**src/rtl/button_debouncer_if.sv**
```systemverilog
// Button debouncer signal bundle.
//
// Groups the raw button input with the debounced outputs so the debouncer and
// its user connect through a single port.
//   btn_in      : raw, asynchronous, bouncing button level (1 = pressed)
//   btn_level   : debounced button level
//   btn_press   : one-clock pulse on an accepted press
//   btn_release : one-clock pulse on an accepted release
//
// master : the side that owns the raw button and consumes the debounced result
// slave  : the debouncer itself
interface button_debouncer_if;
  logic btn_in;
  logic btn_level;
  logic btn_press;
  logic btn_release;

  modport master (
    output btn_in,
    input  btn_level,
    input  btn_press,
    input  btn_release
  );

  modport slave (
    input  btn_in,
    output btn_level,
    output btn_press,
    output btn_release
  );
endinterface

```
**src/rtl/button_debouncer.sv**
```systemverilog
// Push-button debouncer.
//
// Synchronizes a raw button level into clk, then accepts a level change only
// after the synchronized level has been steady for DEBOUNCE_CYCLES samples.
// btn_level is the enable for the downstream 500 ms refresh counter.
//
// Ports:
//   clk  : system clock, all state on rising edge
//   rst  : asynchronous reset, active low
//   bus  : button_debouncer_if.slave (btn_in in; btn_level, btn_press,
//          btn_release out, all registered)
//
// Parameters:
//   DEBOUNCE_CYCLES : stable samples required to accept an edge (>= 2)
//   CNT_W           : counter width, must hold DEBOUNCE_CYCLES-1
//
// state   | meaning
// --------+--------------------------------------------------------------
// IDLE    | accepted level 0, waiting for the synchronized input to go 1
// ARM_ON  | input went 1, counting stable 1 samples toward a press
// HIGH    | accepted level 1, waiting for the synchronized input to go 0
// ARM_OFF | input went 0, counting stable 0 samples toward a release
module button_debouncer #(
  parameter int unsigned DEBOUNCE_CYCLES = 1000000,
  parameter int unsigned CNT_W           = 20
) (
  input logic                clk,
  input logic                rst,
  button_debouncer_if.slave  bus
);

  typedef enum logic [1:0] {
    IDLE    = 2'd0,
    ARM_ON  = 2'd1,
    HIGH    = 2'd2,
    ARM_OFF = 2'd3
  } state_t;

  localparam logic [CNT_W-1:0] CNT_LAST = CNT_W'(DEBOUNCE_CYCLES - 1);

  logic             s1_q;
  logic             s2_q;
  logic             btn_s;

  state_t           state_q,   state_d;
  logic [CNT_W-1:0] cnt_q,     cnt_d;
  logic             level_q,   level_d;
  logic             press_q,   press_d;
  logic             release_q, release_d;

  assign btn_s = s2_q;

  always_comb begin
    state_d   = state_q;
    cnt_d     = cnt_q;
    level_d   = level_q;
    press_d   = 1'b0;
    release_d = 1'b0;

    case (state_q)
      IDLE: begin
        cnt_d = '0;
        if (btn_s) begin
          state_d = ARM_ON;
        end
      end

      ARM_ON: begin
        if (!btn_s) begin
          // glitch: back to the accepted level without a pulse
          state_d = IDLE;
          cnt_d   = '0;
        end else if (cnt_q == CNT_LAST) begin
          state_d = HIGH;
          cnt_d   = '0;
          level_d = 1'b1;
          press_d = 1'b1;
        end else begin
          cnt_d = cnt_q + CNT_W'(1);
        end
      end

      HIGH: begin
        cnt_d = '0;
        if (!btn_s) begin
          state_d = ARM_OFF;
        end
      end

      ARM_OFF: begin
        if (btn_s) begin
          state_d = HIGH;
          cnt_d   = '0;
        end else if (cnt_q == CNT_LAST) begin
          state_d   = IDLE;
          cnt_d     = '0;
          level_d   = 1'b0;
          release_d = 1'b1;
        end else begin
          cnt_d = cnt_q + CNT_W'(1);
        end
      end

      default: begin
        state_d = IDLE;
        cnt_d   = '0;
        level_d = 1'b0;
      end
    endcase
  end

  always_ff @(posedge clk or negedge rst) begin
    if (!rst) begin
      s1_q      <= 1'b0;
      s2_q      <= 1'b0;
      state_q   <= IDLE;
      cnt_q     <= '0;
      level_q   <= 1'b0;
      press_q   <= 1'b0;
      release_q <= 1'b0;
    end else begin
      s1_q      <= bus.btn_in;
      s2_q      <= s1_q;
      state_q   <= state_d;
      cnt_q     <= cnt_d;
      level_q   <= level_d;
      press_q   <= press_d;
      release_q <= release_d;
    end
  end

  assign bus.btn_level   = level_q;
  assign bus.btn_press   = press_q;
  assign bus.btn_release = release_q;

endmodule

```
**src/flat_wrapper.sv**
```systemverilog
// flat-port wrapper written by rule: the top's interface ports become plain ports
module button_debouncer_flat 
#(
  parameter int unsigned DEBOUNCE_CYCLES = 1000000,
  parameter int unsigned CNT_W           = 20
)
  (clk, rst, bus_btn_in, bus_btn_level, bus_btn_press, bus_btn_release);
  button_debouncer_if bus_i ();
  input logic clk;
  input logic rst;
  input wire logic [$bits(bus_i.btn_in)-1:0] bus_btn_in;
  output wire logic [$bits(bus_i.btn_level)-1:0] bus_btn_level;
  output wire logic [$bits(bus_i.btn_press)-1:0] bus_btn_press;
  output wire logic [$bits(bus_i.btn_release)-1:0] bus_btn_release;
  assign bus_i.btn_in = bus_btn_in;
  assign bus_btn_level = bus_i.btn_level;
  assign bus_btn_press = bus_i.btn_press;
  assign bus_btn_release = bus_i.btn_release;
  button_debouncer #(.DEBOUNCE_CYCLES(DEBOUNCE_CYCLES), .CNT_W(CNT_W)) u_core (.clk(clk), .rst(rst), .bus(bus_i));
endmodule
```
**config.mk**
```make
export PLATFORM = sky130hd
export DESIGN_NAME = button_debouncer_flat
export DESIGN_NICKNAME = d
export VERILOG_FILES = /design/src/rtl/button_debouncer_if.sv /design/src/rtl/button_debouncer.sv /design/src/flat_wrapper.sv
export SDC_FILE = /design/constraint.sdc
export NUM_CORES = 1
export LEC_CHECK = 0
export BUFFER_PORTS_ARGS = -buffer_cell sky130_fd_sc_hd__buf_2
export CAP_MARGIN = 20
export CORE_ASPECT_RATIO = 0.6
export CORE_MARGIN = 2
export CORE_UTILIZATION = 55
export DETAILED_ROUTE_END_ITERATION = 12
export PLACE_DENSITY = 0.78
export SYNTH_ARGS = -nofsm -noshare
export SYNTH_HDL_FRONTEND = slang
export SYNTH_SLANG_ARGS = --single-unit
```
**constraint.sdc**
```tcl
create_clock -name clk -period 2.6 [get_ports clk]
set_input_delay 0.78 -clock clk [delete_from_list [all_inputs] [get_ports clk]]
set_output_delay 0.78 -clock clk [all_outputs]
set_load 0.03 [all_outputs]
```
==> flow_summary.toml <==
[outcome]
status = "completed"

[logic_synthesis]
synth-edff-count = 0
yosysWarningCount = 0
synth_top_area_share_pct = 53.25
ys_seq_area_share_pct = 53.25
yosysTopAreaCell = "dfrtp_1"
yosys.cell_types.count = 32
syn-cell-area_sq_um = 1269
postSynthCellCount = 119
ys_ff_latch = 27
async_flop_share_pct = 100.0
ys.flop_type = "dfrtp_1"
synthTopCellsByArea = "dfrtp_1 (53%), xor2_1 (6.9%), nor2_1 (5.3%), nand4_1 (3.5%), xnor2_1 (3.5%)"
synth_nets = 123
synth_area_per_cell_sq_um = 10.66

[clocking]
cts.path.max_buffers = 2
post_cts_resized = 0
cts_made_buffers = 3
cts_hold_buffers = 0
clk_pin_slew_ps = 80
cts_sinks = 27
htree_levels = 1
cts_setup_buffers = 0
clockRootBuffer = "clkbuf_8"
worstSkewPairLatency_ps = 270
cts_tree = "built"

[flow_run]
drv_cap = 0

[sta]
relSlewSlack_pct = 61.18
tightest_slew_ps = 582.3
hold_viol_final = 0
drv_slew = 0
skew_ps = 4.035
fin_crit_sh_pct = 81.59
rsz0062_at_grt = "no"
finalSetupTns_ps = 0
max_freq_mhz = 471.4
min_period_ps = 2121
finalSetupViolations = 0

[critical_path]
endpoint_kind = "register"
r2r.worst_path.cells = 5
reg2reg_slack_ps = 480
crit_required_ps = 2730
crit_type = "register to register"
cp-start-kind = "register"
r2r_start = "u_core.cnt_q[0]"
crit_fanout = 19
arrival_ps = 2250
r2r_end = "u_core.cnt_q[5]"

[min_path]
hp-start = "u_core.s1_q"
whs_path_depth = 0
worst_hold_path.endpoint = "u_core.btn_s"
hold_path.class = "register to register"

[global_route]
grt_use_total_pct = 20.20
antenna_found_initial = 0
grt_pass1_wl_microns = 3829
grt_pass1_vias = 806
gr-total-overflow = 0
grt_max_degree = 28

[power_and_ir_drop]
cellLeakagePower_uw = 0.0005656
power_density_nw_per_um2 = 498.6
ir_worst_vdd_mv = 0.3654

[finish]
n_fill_cell = 197
syn_to_final_growth_pct = 6.608
drive_gt1_share_pct = 10.48
fin_area_sq_um = 1353
final_nets = 129
multiInputGateArea_sq_um = 558.0
finalNonFillerCells = 154
insertedDiodeCount = 0
regArea_sq_um = 675.6

[placed_design]
portBuffers = 5
post-place-cells = 150
place.gp.congestion = 0.8018
placement.cell_area_sq_um = 1308
dp.final_hpwl_microns = 1756

[detailed_routing]
wl_met1_microns = 1201
drt-wirelength-per-cell_microns = 15.62
first_iter_violations = 51
routed_via_density = 5.883
wl_met2_microns = 1112
finalWirelength_microns = 2406
first_pass_iters = 4
wl_met3_microns = 88
drc = 0
highest_layer = "met4"
num_vias = 906
antenna_left = 0

[floorplan]
die_w_microns = 66.01
ios = 6
die_h_microns = 41.20
rows = 13
core_sq_um = 2180
start_util_pct = 58.21
dieArea_sq_um = 2719
registers in the layout, summed over array words and instances, names as in the netlist, named ones only:
register,flops
u_core.bus.btn_release,1
u_core.cnt_q,20
u_core.bus.btn_level,1
u_core.s1_q,1
u_core.bus.btn_press,1
u_core.btn_s,1
u_core.state_q,1
power by group:
part	leakage (uW)	switching, uW	internal [uW]	total (uW)
logic	0.000173	15.3	4.61	19.9
clock network	0.0000228	119	110	228
registers	0.000369	2.72	423	426
worst max path at each step:
stage	from	end	slack, ps	cells after the start
2_1_floorplan	u_core.cnt_q[0]	u_core.bus.btn_level	640	6
3_3_place_gp	u_core.cnt_q[0]	u_core.cnt_q[16]	580	5
5_1_grt	u_core.cnt_q[0]	u_core.cnt_q[5]	310	5
6_report	u_core.cnt_q[0]	u_core.cnt_q[5]	480	5
4_1_cts	u_core.cnt_q[0]	u_core.cnt_q[5]	490	5
3_5_place_dp	u_core.cnt_q[0]	u_core.cnt_q[5]	510	5
stage by stage:
| stage | power [uW] | hold slack (ps) | utilization, % | worst slack [ps] |
|---|---|---|---|---|
| final | 674.3 | 359.1 | 62.06 | 478.8 |
| after global routing | 708.5 | 368.2 | 62.06 | 308.1 |
| after CTS | 681.5 | 365.3 | 62.06 | 490.8 |
| after detailed placement | 454.8 | 345.9 | 59.99 | 508.6 |
| after global placement | 454.0 | 339.0 | 59.99 | 583.6 |
| after floorplan | 443.5 | 331.2 | - | 641.0 |
layer usage:
metal,track usage (%),vias up
li1,-,434
met1,28.10,448
met2,32.32,22
met3,6.593,2
met4,2.551,0
met5,0,-
synth_stat cells (2+ instances only):
library cell,number
nand2_1,3
xnor2_1,5
dfrtp_1,27
nor4b_1,2
inv_1,3
nor2_1,18
o21ai_0,4
buf_4,2
nand4_1,7
nand3_1,7
a21oi_1,4
nor4_1,2
xor2_1,10
and2_1,2
and4_2,2
or4_1,2
and4_1,4
critical path, cell delays in order (launching register included):
cell and delay (ps):
dfrtp_1 390, ha_1 240, nand4_1 120, or4_1 640
o21ai_4 460, nor2_1 130
cells in the final DEF (no fill, tap or decap), types with 2 or more instances in the layout:
master    synthesis  routed
nand4_1           7       7
buf_2             1       5
nand2_1           3       3
inv_1             3       3
xor2_1           10      10
dfrtp_1          27      27
and4_2            2       2
and2_1            2       2
and4_1            4       4
nand3_1           7       7
xnor2_1           5       5
clkbuf_8          0       3
nor2_1           18      18
or4_1             2       2
o21ai_0           4       4
nor4b_1           2       2
nor4_1            2       2
a21oi_1           4       4
final cells by class:
cell class | count | share of cell area, %
repair buffers | 5 | 1.850
inverters | 3 | 0.8326
well taps | 30 | 2.775
clock buffers | 4 | 3.330
multi-input cells | 85 | 41.26
flip-flops and latches | 27 | 49.95
logic make-up after synthesis:
family          after synthesis  synth area share, %
compound gates               12                6.313
xor+xnor                     15                10.35
simple gates                 56                25.54
buf+inv                       7                2.760
mux                           1               0.7890
fa+ha+maj                     1               0.9860
flops                        27                53.25
No activity file was read; power rests on OpenSTA's default activity.
